File: src/rtl/uart_tx_cfg_if.sv
// Write-side handshake bundle for uart_tx_cfg: producer pushes words, UART grants.
interface uart_tx_cfg_if #(
  parameter int BYTE_WIDTH = 1
);
  logic                    wreq;
  logic                    wgnt;
  logic [BYTE_WIDTH*8-1:0] wdata;

  modport master (output wreq, output wdata, input wgnt);
  modport slave  (input wreq, input wdata, output wgnt);
endinterface

File: src/rtl/uart_tx_cfg.sv
// FIFO-buffered UART transmitter: multi-byte words serialised with a per-word
// latched frame format (5-8 data bits, none/odd/even parity, 1 or 2 stops).
module uart_tx_cfg #(
  parameter int DIV_W      = 16,
  parameter int FIFO_ASIZE = 9,
  parameter int BYTE_WIDTH = 1,
  parameter int BIG_ENDIAN = 0
) (
  input  logic                clk,
  input  logic                rstn,
  uart_tx_cfg_if.slave        wbus,
  input  logic                flush,
  input  logic [DIV_W-1:0]    clk_div,
  input  logic [1:0]          data_bits,
  input  logic [1:0]          parity,
  input  logic                stop2,
  output logic [FIFO_ASIZE:0] level,
  output logic                busy,
  output logic                tx_done,
  output logic                o_uart_tx
);
  localparam int WW    = BYTE_WIDTH * 8;
  localparam int DEPTH = 1 << FIFO_ASIZE;
  localparam int BIW   = (BYTE_WIDTH > 1) ? $clog2(BYTE_WIDTH) : 1;
  localparam bit BE    = (BIG_ENDIAN != 0);
  localparam logic [FIFO_ASIZE:0] FULL_LVL = {1'b1, {FIFO_ASIZE{1'b0}}};

  typedef enum logic [2:0] {IDLE, FETCH, LOAD, START, DATA, PARITY, STOP} state_e;

  // FIFO
  logic [WW-1:0]         mem [DEPTH];
  logic [WW-1:0]         rd_q;
  logic [FIFO_ASIZE-1:0] wptr_q, rptr_q;
  logic [FIFO_ASIZE:0]   cnt_q;
  logic                  full, push, pop;

  // serialiser
  state_e           state_q;
  logic [WW-1:0]    word_q;
  logic [BIW-1:0]   byte_q;
  logic [7:0]       sh_q;
  logic [2:0]       bit_q;
  logic [DIV_W-1:0] tmr_q, div_q;
  logic [1:0]       dbits_q, par_q;
  logic             stop2_q, stopn_q;
  logic             tx_q, busy_q, done_q;

  logic [BIW-1:0] bsel;
  logic [7:0]     cur_byte, mask;
  logic           bit_end, par_en, par_bit;

  assign full      = (cnt_q == FULL_LVL);
  assign wbus.wgnt = wbus.wreq & ~full;
  assign push      = wbus.wgnt & ~flush;
  assign pop       = (state_q == IDLE) && (cnt_q != '0) && !flush;

  assign level     = cnt_q;
  assign busy      = busy_q;
  assign tx_done   = done_q;
  assign o_uart_tx = tx_q;

  always_ff @(posedge clk or negedge rstn) begin
    if (!rstn) begin
      wptr_q <= '0;
      rptr_q <= '0;
      cnt_q  <= '0;
    end else if (flush) begin
      wptr_q <= '0;
      rptr_q <= '0;
      cnt_q  <= '0;
    end else begin
      if (push) wptr_q <= wptr_q + FIFO_ASIZE'(1);
      if (pop)  rptr_q <= rptr_q + FIFO_ASIZE'(1);
      if (push && !pop)      cnt_q <= cnt_q + (FIFO_ASIZE+1)'(1);
      else if (pop && !push) cnt_q <= cnt_q - (FIFO_ASIZE+1)'(1);
    end
  end

  // rd_q holds the popped word through FETCH and LOAD
  always_ff @(posedge clk) begin
    if (push) mem[wptr_q] <= wbus.wdata;
    if (pop)  rd_q <= mem[rptr_q];
  end

  always_comb begin
    bsel     = BE ? (BIW'(BYTE_WIDTH - 1) - byte_q) : byte_q;
    cur_byte = word_q[bsel*8 +: 8];
    mask     = 8'hFF >> (2'd3 - dbits_q);
    par_en   = (par_q == 2'd1) || (par_q == 2'd2);
    par_bit  = (par_q == 2'd1) ? ~^(cur_byte & mask) : ^(cur_byte & mask);
    bit_end  = (tmr_q == div_q - DIV_W'(1));
  end

  always_ff @(posedge clk or negedge rstn) begin
    if (!rstn) begin
      state_q <= IDLE;
      word_q  <= '0;
      byte_q  <= '0;
      sh_q    <= '0;
      bit_q   <= '0;
      tmr_q   <= '0;
      div_q   <= DIV_W'(2);
      dbits_q <= '0;
      par_q   <= '0;
      stop2_q <= 1'b0;
      stopn_q <= 1'b0;
      tx_q    <= 1'b1;
      busy_q  <= 1'b0;
      done_q  <= 1'b0;
    end else begin
      done_q <= 1'b0;
      if (state_q inside {START, DATA, PARITY, STOP})
        tmr_q <= bit_end ? '0 : tmr_q + DIV_W'(1);
      case (state_q)
        IDLE: if (pop) begin
          state_q <= FETCH;
          busy_q  <= 1'b1;
        end
        FETCH: state_q <= LOAD;
        LOAD: begin
          word_q  <= rd_q;
          byte_q  <= '0;
          div_q   <= (clk_div < DIV_W'(2)) ? DIV_W'(2) : clk_div;
          dbits_q <= data_bits;
          par_q   <= parity;
          stop2_q <= stop2;
          tmr_q   <= '0;
          tx_q    <= 1'b0;
          state_q <= START;
        end
        START: if (bit_end) begin
          tx_q    <= cur_byte[0];
          sh_q    <= {1'b0, cur_byte[7:1]};
          bit_q   <= '0;
          state_q <= DATA;
        end
        // last data bit index is data_bits+4
        DATA: if (bit_end) begin
          if (bit_q == {1'b1, dbits_q}) begin
            if (par_en) begin
              tx_q    <= par_bit;
              state_q <= PARITY;
            end else begin
              tx_q    <= 1'b1;
              stopn_q <= 1'b0;
              state_q <= STOP;
            end
          end else begin
            tx_q  <= sh_q[0];
            sh_q  <= sh_q >> 1;
            bit_q <= bit_q + 3'd1;
          end
        end
        PARITY: if (bit_end) begin
          tx_q    <= 1'b1;
          stopn_q <= 1'b0;
          state_q <= STOP;
        end
        STOP: if (bit_end) begin
          if (stop2_q && !stopn_q) begin
            stopn_q <= 1'b1;
          end else if (byte_q == BIW'(BYTE_WIDTH - 1)) begin
            state_q <= IDLE;
            busy_q  <= 1'b0;
            done_q  <= 1'b1;
          end else begin
            byte_q  <= byte_q + BIW'(1);
            tx_q    <= 1'b0;
            state_q <= START;
          end
        end
        default: state_q <= IDLE;
      endcase
    end
  end
endmodule
File: src/flat_wrapper.sv
// flat-port wrapper written by rule: the top's interface ports become plain ports
module uart_tx_cfg_flat 
#(
  parameter int DIV_W      = 16,
  parameter int FIFO_ASIZE = 9,
  parameter int BYTE_WIDTH = 1,
  parameter int BIG_ENDIAN = 0
)
  (clk, rstn, flush, clk_div, data_bits, parity, stop2, level, busy, tx_done, o_uart_tx, wbus_wreq, wbus_wdata, wbus_wgnt);
  uart_tx_cfg_if #(.BYTE_WIDTH(BYTE_WIDTH)) wbus_i ();
  input  logic clk;
  input  logic rstn;
  input  logic flush;
  input  logic [DIV_W-1:0] clk_div;
  input  logic [1:0] data_bits;
  input  logic [1:0] parity;
  input  logic stop2;
  output logic [FIFO_ASIZE:0] level;
  output logic busy;
  output logic tx_done;
  output logic o_uart_tx;
  input wire logic [$bits(wbus_i.wreq)-1:0] wbus_wreq;
  input wire logic [$bits(wbus_i.wdata)-1:0] wbus_wdata;
  output wire logic [$bits(wbus_i.wgnt)-1:0] wbus_wgnt;
  assign wbus_i.wreq = wbus_wreq;
  assign wbus_i.wdata = wbus_wdata;
  assign wbus_wgnt = wbus_i.wgnt;
  uart_tx_cfg #(.DIV_W(DIV_W), .FIFO_ASIZE(FIFO_ASIZE), .BYTE_WIDTH(BYTE_WIDTH), .BIG_ENDIAN(BIG_ENDIAN)) u_core (.clk(clk), .rstn(rstn), .wbus(wbus_i), .flush(flush), .clk_div(clk_div), .data_bits(data_bits), .parity(parity), .stop2(stop2), .level(level), .busy(busy), .tx_done(tx_done), .o_uart_tx(o_uart_tx));
endmodule
File: config.mk
export PLATFORM = sky130hd
export DESIGN_NAME = uart_tx_cfg_flat
export DESIGN_NICKNAME = d
export VERILOG_FILES = /design/src/rtl/uart_tx_cfg_if.sv /design/src/rtl/uart_tx_cfg.sv /design/src/flat_wrapper.sv
export SDC_FILE = /design/constraint.sdc
export NUM_CORES = 2
export LEC_CHECK = 0
export CORE_MARGIN = 3
export CORE_UTILIZATION = 60
export CTS_BUF_LIST = sky130_fd_sc_hd__clkbuf_4 sky130_fd_sc_hd__clkbuf_8
export DETAILED_ROUTE_END_ITERATION = 12
export HOLD_SLACK_MARGIN = 0.15
export PLACE_DENSITY = 0.76
export SLEW_MARGIN = 20
export SYNTH_ARGS = -nofsm -noshare
export SYNTH_HDL_FRONTEND = slang
export SYNTH_SLANG_ARGS = --single-unit
File: constraint.sdc
create_clock -name clk -period 4.2 [get_ports clk]
set_input_delay 1.26 -clock clk [delete_from_list [all_inputs] [get_ports clk]]
set_output_delay 1.26 -clock clk [all_outputs]
set_load 0.05 [all_outputs]
Word-level counts from Yosys, hierarchy flattened
Memory sizes are Yosys's and may differ from the RTL's. A register that Yosys moved wholly into a read port is not among the register bits.
Cells that the tools add are included.
Operators by class
  add/subtract/negate cells: 9
  mux-type cells: 61
  eq/ne operators: 23
  multiply operators: 0
  reductions and logical operators: 30
  divide/modulo/power cells: 0
  bitwise operators: 5
  shift-type cells: 2
  magnitude comparators: 1
Operators by type and width (number)
  16-bit 2-to-1 mux: 4
  9-bit 2-to-1 mux: 4
  10-bit 2-to-1 mux: 3
  3-bit 2-to-1 mux: 10
  1-bit 2-to-1 mux: 28
  8-bit 2-to-1 mux: 3
  3-bit one-hot mux with 7 select lines: 1
  7-bit AND reduction: 3
  9-bit by 1-bit adder with 9-bit output (second input constant): 2
  16-bit by 1-bit adder with 16-bit output (second input constant): 1
  16-bit equality test: 1
  16-bit by 2-bit less-than comparator with 1-bit output (second input constant): 1
  8-bit one-hot mux with 2 select lines: 1
  16-bit by 1-bit subtractor with 16-bit output (second input constant): 1
  2-bit by 1-bit inequality test with 1-bit output (second input constant): 6
  2-bit inequality test (second input constant): 6
  2-bit nonzero test: 6
  10-bit by 1-bit adder with 10-bit output (second input constant): 1
  10-bit equality test (second input constant): 1
  10-bit nonzero test: 1
  10-bit by 1-bit subtractor with 10-bit output (second input constant): 1
  3-bit equality test (second input constant): 3
  8-bit AND: 1
  8-bit XNOR reduction: 1
  28 further kinds: 41
Storage, ports and cells
  bits of input ports: 33
  output and inout bits: 14
  latch bits: 0
  memory bits (read-only): 0
  memories: 1
  logic and storage cells: 149
  register bits: 92
  RAM bits: 4096
Memories
  u_core.mem: depth 512, bits a word 8, read ports 1, clocked after memory_dff 1, wr ports 1, RTL line uart_tx_cfg.sv:31  | logic [WW-1:0] mem [DEPTH];

Depth between registers and ports, before layout
  word-level depth: 9
  mapped depth: 15

Least setup slack after synthesis
No wires, ideal clock.
  kind: input to register
  start: input wbus_wreq
  end: register u_core.cnt_q[9] (netlist: u_core.level[9])
  cell stages on the path: 13
  library setup time: 0.087 ns
  arrival time: 4.163 ns
  path slack: -0.050 ns
  cell sequence: o21a_1 > clkbuf_1 > nand2b_1 > nand2b_1 > ha_1 > a21o_1 > a21oi_1 > o21bai_1 > a21oi_1 > o21ai_0 > a31oi_1 > or4_1 > o211ai_1
On the way
  longest elaborated chain between the ends: 5
Ends and longest elaborated chain
  from (decl): RTL line flat_wrapper.sv:22  | input wire logic [$bits(wbus_i.wreq)-1:0] wbus_wreq;
  1-bit AND *: RTL line uart_tx_cfg.sv:53  | assign wbus.wgnt = wbus.wreq & ~full;
  via wbus_wgnt: RTL line flat_wrapper.sv:24  | output wire logic [$bits(wbus_i.wgnt)-1:0] wbus_wgnt;
  1-bit AND *: RTL line uart_tx_cfg.sv:54  | assign push = wbus.wgnt & ~flush;
  1-bit logical AND or 1-bit logical NOT (tied branches): RTL line uart_tx_cfg.sv:74, uart_tx_cfg.sv:75
  10-bit 2-to-1 mux or 1-bit logical AND (tied branches): RTL line uart_tx_cfg.sv:74, uart_tx_cfg.sv:75
  10-bit 2-to-1 mux or 3-bit nonzero test (tied branches)
  to (signal assigned): RTL line uart_tx_cfg.sv:74  | if (push && !pop) cnt_q <= cnt_q + (FIFO_ASIZE+1)'(1);
  to (signal assigned): RTL line uart_tx_cfg.sv:75  | else if (pop && !push) cnt_q <= cnt_q - (FIFO_ASIZE+1)'(1);
  to (decl): RTL line uart_tx_cfg.sv:34  | logic [FIFO_ASIZE:0] cnt_q;
The timed path passes the listed nets; every way through them passes the cells marked *.
A chain may end at the register's enable or synchronous reset.

==> impl_metrics.py <==
metrics = {
    "yosys": {
        "synth_top_family_by_area": "multiplexers",
        "synthArstFlopShare_pct": 2.15,
        "syn_inst": 7936,
        "synth_top_area_share_pct": 75.1,
        "avgSynthCellArea_um2": 20.7,
        "synth-adder-area-share_pct": 0.142,
        "synthXorXnorAreaFrac_pct": 0.272,
        "synth_edf_count": 4104,
        "synth_common_cells": "edfxtp_1, mux4_2, nor2_1",
        "yosysTopAreaCell": "edfxtp_1",
        "synthesis.area_mm2": 0.164,
        "yosysSeqAreaShare_pct": 76.5,
        "synth_cell_types": 76,
        "ys_seq_elements": 4194,
        "yosys.area_share.simple_pct": 2.67,
        "synthTopCellsByArea": "edfxtp_1, mux4_2, mux2i_1, nor2_1, dfrtp_1",
        "syn_nets": 7987,
        "yosysMostFrequentCell": "edfxtp_1",
        "synth_compound_area_share_pct": 3.12,
        "yosys_warnings": 0,
        "yosys_most_used_dff": "edfxtp_1",
        "yosys-mux-area-fraction_pct": 15.9,
    },
    "floorplan": {
        "core_mm2": 0.271,
        "die-area_mm2": 0.280,
        "num_rows": 191,
        "die_h_um": 529,
        "io_pins": 47,
        "start_util_pct": 60.4,
        "fp.dieW_um": 529,
    },
    "finish": {
        "layout-drive-gt1-share_pct": 31.9,
        "final_nets": 9231,
        "n_fill_cell": 15900,
        "areaGrowthSynthToFinish_pct": 15.0,
        "fin_util_pct": 69.5,
    },
    "worst_hold_path": {
        "min_from": "wbus_wdata[4]",
        "hold_class": "input port to register",
    },
    "route": {
        "via_count": 89500,
        "routedWlPerCell_um": 32.9,
        "drtAntennaViolNets": 0,
        "drt_iter0_drc": 13200,
        "wl_um": 436000,
        "dr.pass1.iters": 12,
        "drc": 3,
        "via_per_inst": 6.75,
    },
    "sta": {
        "finalHoldViolCount": 0,
        "setup_tns_ns": 0,
        "rsz0062_at_grt": "false",
        "relSlewSlack_pct": 25.5,
        "finalCritPeriodShare_pct": 97.6,
        "period_needed_ns": 4.10,
        "slew_violations": 0,
        "worst_pin_slew_ns": 1.12,
        "skew_ns": 0.102,
        "setup_viol": 0,
        "max_freq_mhz": 244,
    },
    "cts": {
        "cts_tree": "yes",
        "htreeDepth": 6,
        "clk-insertion-delay-late_ns": 1.24,
        "clockRootBuffer": "clkbuf_8",
        "cts_buffers": 637,
        "clk_path_buf_depth": 4,
        "clk_pin_slew_ns": 0.06,
        "clock_sinks": 4194,
    },
    "power_and_ir_drop": {
        "power_density_mw_per_mm2": 507,
        "power_leakage_nw": 60.3,
        "irDropWorstVdd_mv": 0.377,
    },
    "outcome": {
        "status": "complete, but fails checks",
        "violations": "DRC",
    },
    "global_routing": {
        "grt_pass1_wl_um": 631000,
        "grt_start_max_net_pins": 185,
        "grt_remaining_overflow": 0,
        "grt_usage_pct": 31.3,
        "antenna_found_initial": 20,
        "grt_pass1_vias": 89500,
    },
    "setup_path": {
        "worst_path_largest_cell_delay_ns": 0.80,
        "r2r-start": "u_core.rptr_q[2]$_DFFE_PN0P_",
        "critPathSlowestCell": "and2_1",
        "crit_start": "u_core.rptr_q[2]$_DFFE_PN0P_",
        "worstSetupPathType": "register to register",
        "path_cells": "buf_4, and2_1, buf_4, a22oi_1, a31oi_1, o21ai_0, o41ai_1, buf_4, o2111ai_1, o311a_1",
        "critPathMaxFanout": 20,
        "crit_path_start_kind": "register",
        "end_kind": "register",
        "arrival_ns": 5.05,
        "cp.required_ns": 5.16,
        "crit_top_cell": "buf_4",
    },
    "placement": {
        "gp_congestion": 0.949,
        "dp_hpwl_um": 273000,
        "port_buffers": 46,
    },
    "job": {
        "max_cap_violations": 0,
    },
}
## cells in the final DEF (no fill, tap or decap), types with 12 or more instances in the layout
cell type        count
edfxtp_1          4104
mux4_2             953
buf_4              922
clkbuf_8           643
nor2_1             622
mux2i_1            414
clkbuf_4           207
nand2_1            164
clkinv_1           153
a21oi_1            134
buf_12             123
o221ai_1           122
o21ai_0            105
dfrtp_1             82
o22ai_1             74
nor3_1              71
a22oi_1             61
a221oi_1            55
clkinv_2            51
mux2_2              36
xnor2_1             35
clkdlybuf4s50_1     35
a211oi_1            33
nand3_1             27
o31ai_1             20
nor4_1              20
diode_2             19
nand2_4             17
ha_1                17
xor2_1              16
and3_1              14
clkinvlp_4          14
inv_6               13
o211ai_1            13
nor2b_1             13
nand2b_1            13
inv_1               13
inv_12              13
inv_8               12
a2111oi_0           12
## logic make-up (layout without fill, tap and decap cells)
family,Yosys count,after routing
buffers and inverters,507,2235
xor gates and xnor gates,51,51
other,0,19
DFF,4194,4194
muxes,1403,1403
AOI/OAI and AO/OA,728,728
and+or+nand+nor,1035,1035
adders and majority gates,18,18
## metrics by stage
stage               setup slack [ns]  cell area (µm²)  hold slack [ns]  cells  total power, mW
floorplan                      0.316           164000            0.445   7936             58.4
global placement              0.0263           176000            0.461  12100             63.6
CTS                           0.0815           189000            0.198  13200             96.0
detailed placement            0.0827           176000            0.465  12100             63.8
global route                  0.0312           189000            0.406  13200             98.7
finish                         0.102           189000            0.470  13300             95.7
## timing repair
action | 4_1_cts | 5_1_grt
setup endpoints to repair | 0 | 2
setup buffers | 0 | 0
hold buffers | 0 | 1
resized for setup | 0 | 2
endpoints found under the hold margin | 0 | 24
## layer usage
layer | part of all wire, % | routed length (µm) | global-route usage (%) | vias up
met5 | 0.017 | 73 | 0 | -
met4 | 4.9 | 21400 | 13.6 | 12
met3 | 13 | 55300 | 8.63 | 1118
met2 | 47 | 205000 | 47.9 | 6730
met1 | 35 | 154000 | 43.1 | 46000
li1 | - | - | - | 35600
## registers in the layout, summed over array words and instances (netlist names), 2 cells and up
name	cells
u_core.mem	4096
u_core.sh_q	7
u_core.bit_q	3
u_core.div_q	16
u_core.word_q	8
u_core.par_q	2
u_core.dbits_q	2
u_core.rptr_q	9
u_core.tmr_q	16
u_core.rd_q	8
u_core.wptr_q	9
u_core.state_q	3
u_core.level	10
## final timing paths
path                                                endpoint  slack [ns]  cells after the start
worst max-delay path                u_core.rd_q[3]$_DFFE_PP_        0.10                     10
worst min-delay path            u_core.mem[258][4]$_DFFE_PP_        0.47                      1
worst max register to register      u_core.rd_q[3]$_DFFE_PP_        0.10                     10
worst min register to register    u_core.sh_q[0]$_DFFE_PN0P_        0.48                      2
max in group asynchronous       u_core.rptr_q[2]$_DFFE_PN0P_        2.84                      3
min in group asynchronous        u_core.level[2]$_DFFE_PN0P_        0.67                      2
## cell type report
class,count,area [µm²],share of cell area [%]
multi-input combinational,3235,36400,19.3
sequential,4194,126000,66.5
antenna,19,47.5,0.0252
tap,3570,4470,2.37
inverter,20,87.6,0.0464
clock buffer,849,10400,5.51
timing repair buffer,1092,9890,5.24
clock inverter,274,1870,0.989
## power by group
group	switching, mW	internal [mW]
logic	8.52	7.95
clock network	15.8	16.9
registers	0.384	46.2
## critical path, delay by kind of cell, from the launching register on
family,cells,cell delay (ns)
simple gates,1,0.80
compound gates,6,1.47
flops,1,0.77
buf+inv,3,0.76
No activity file was read; power rests on OpenSTA's default activity.
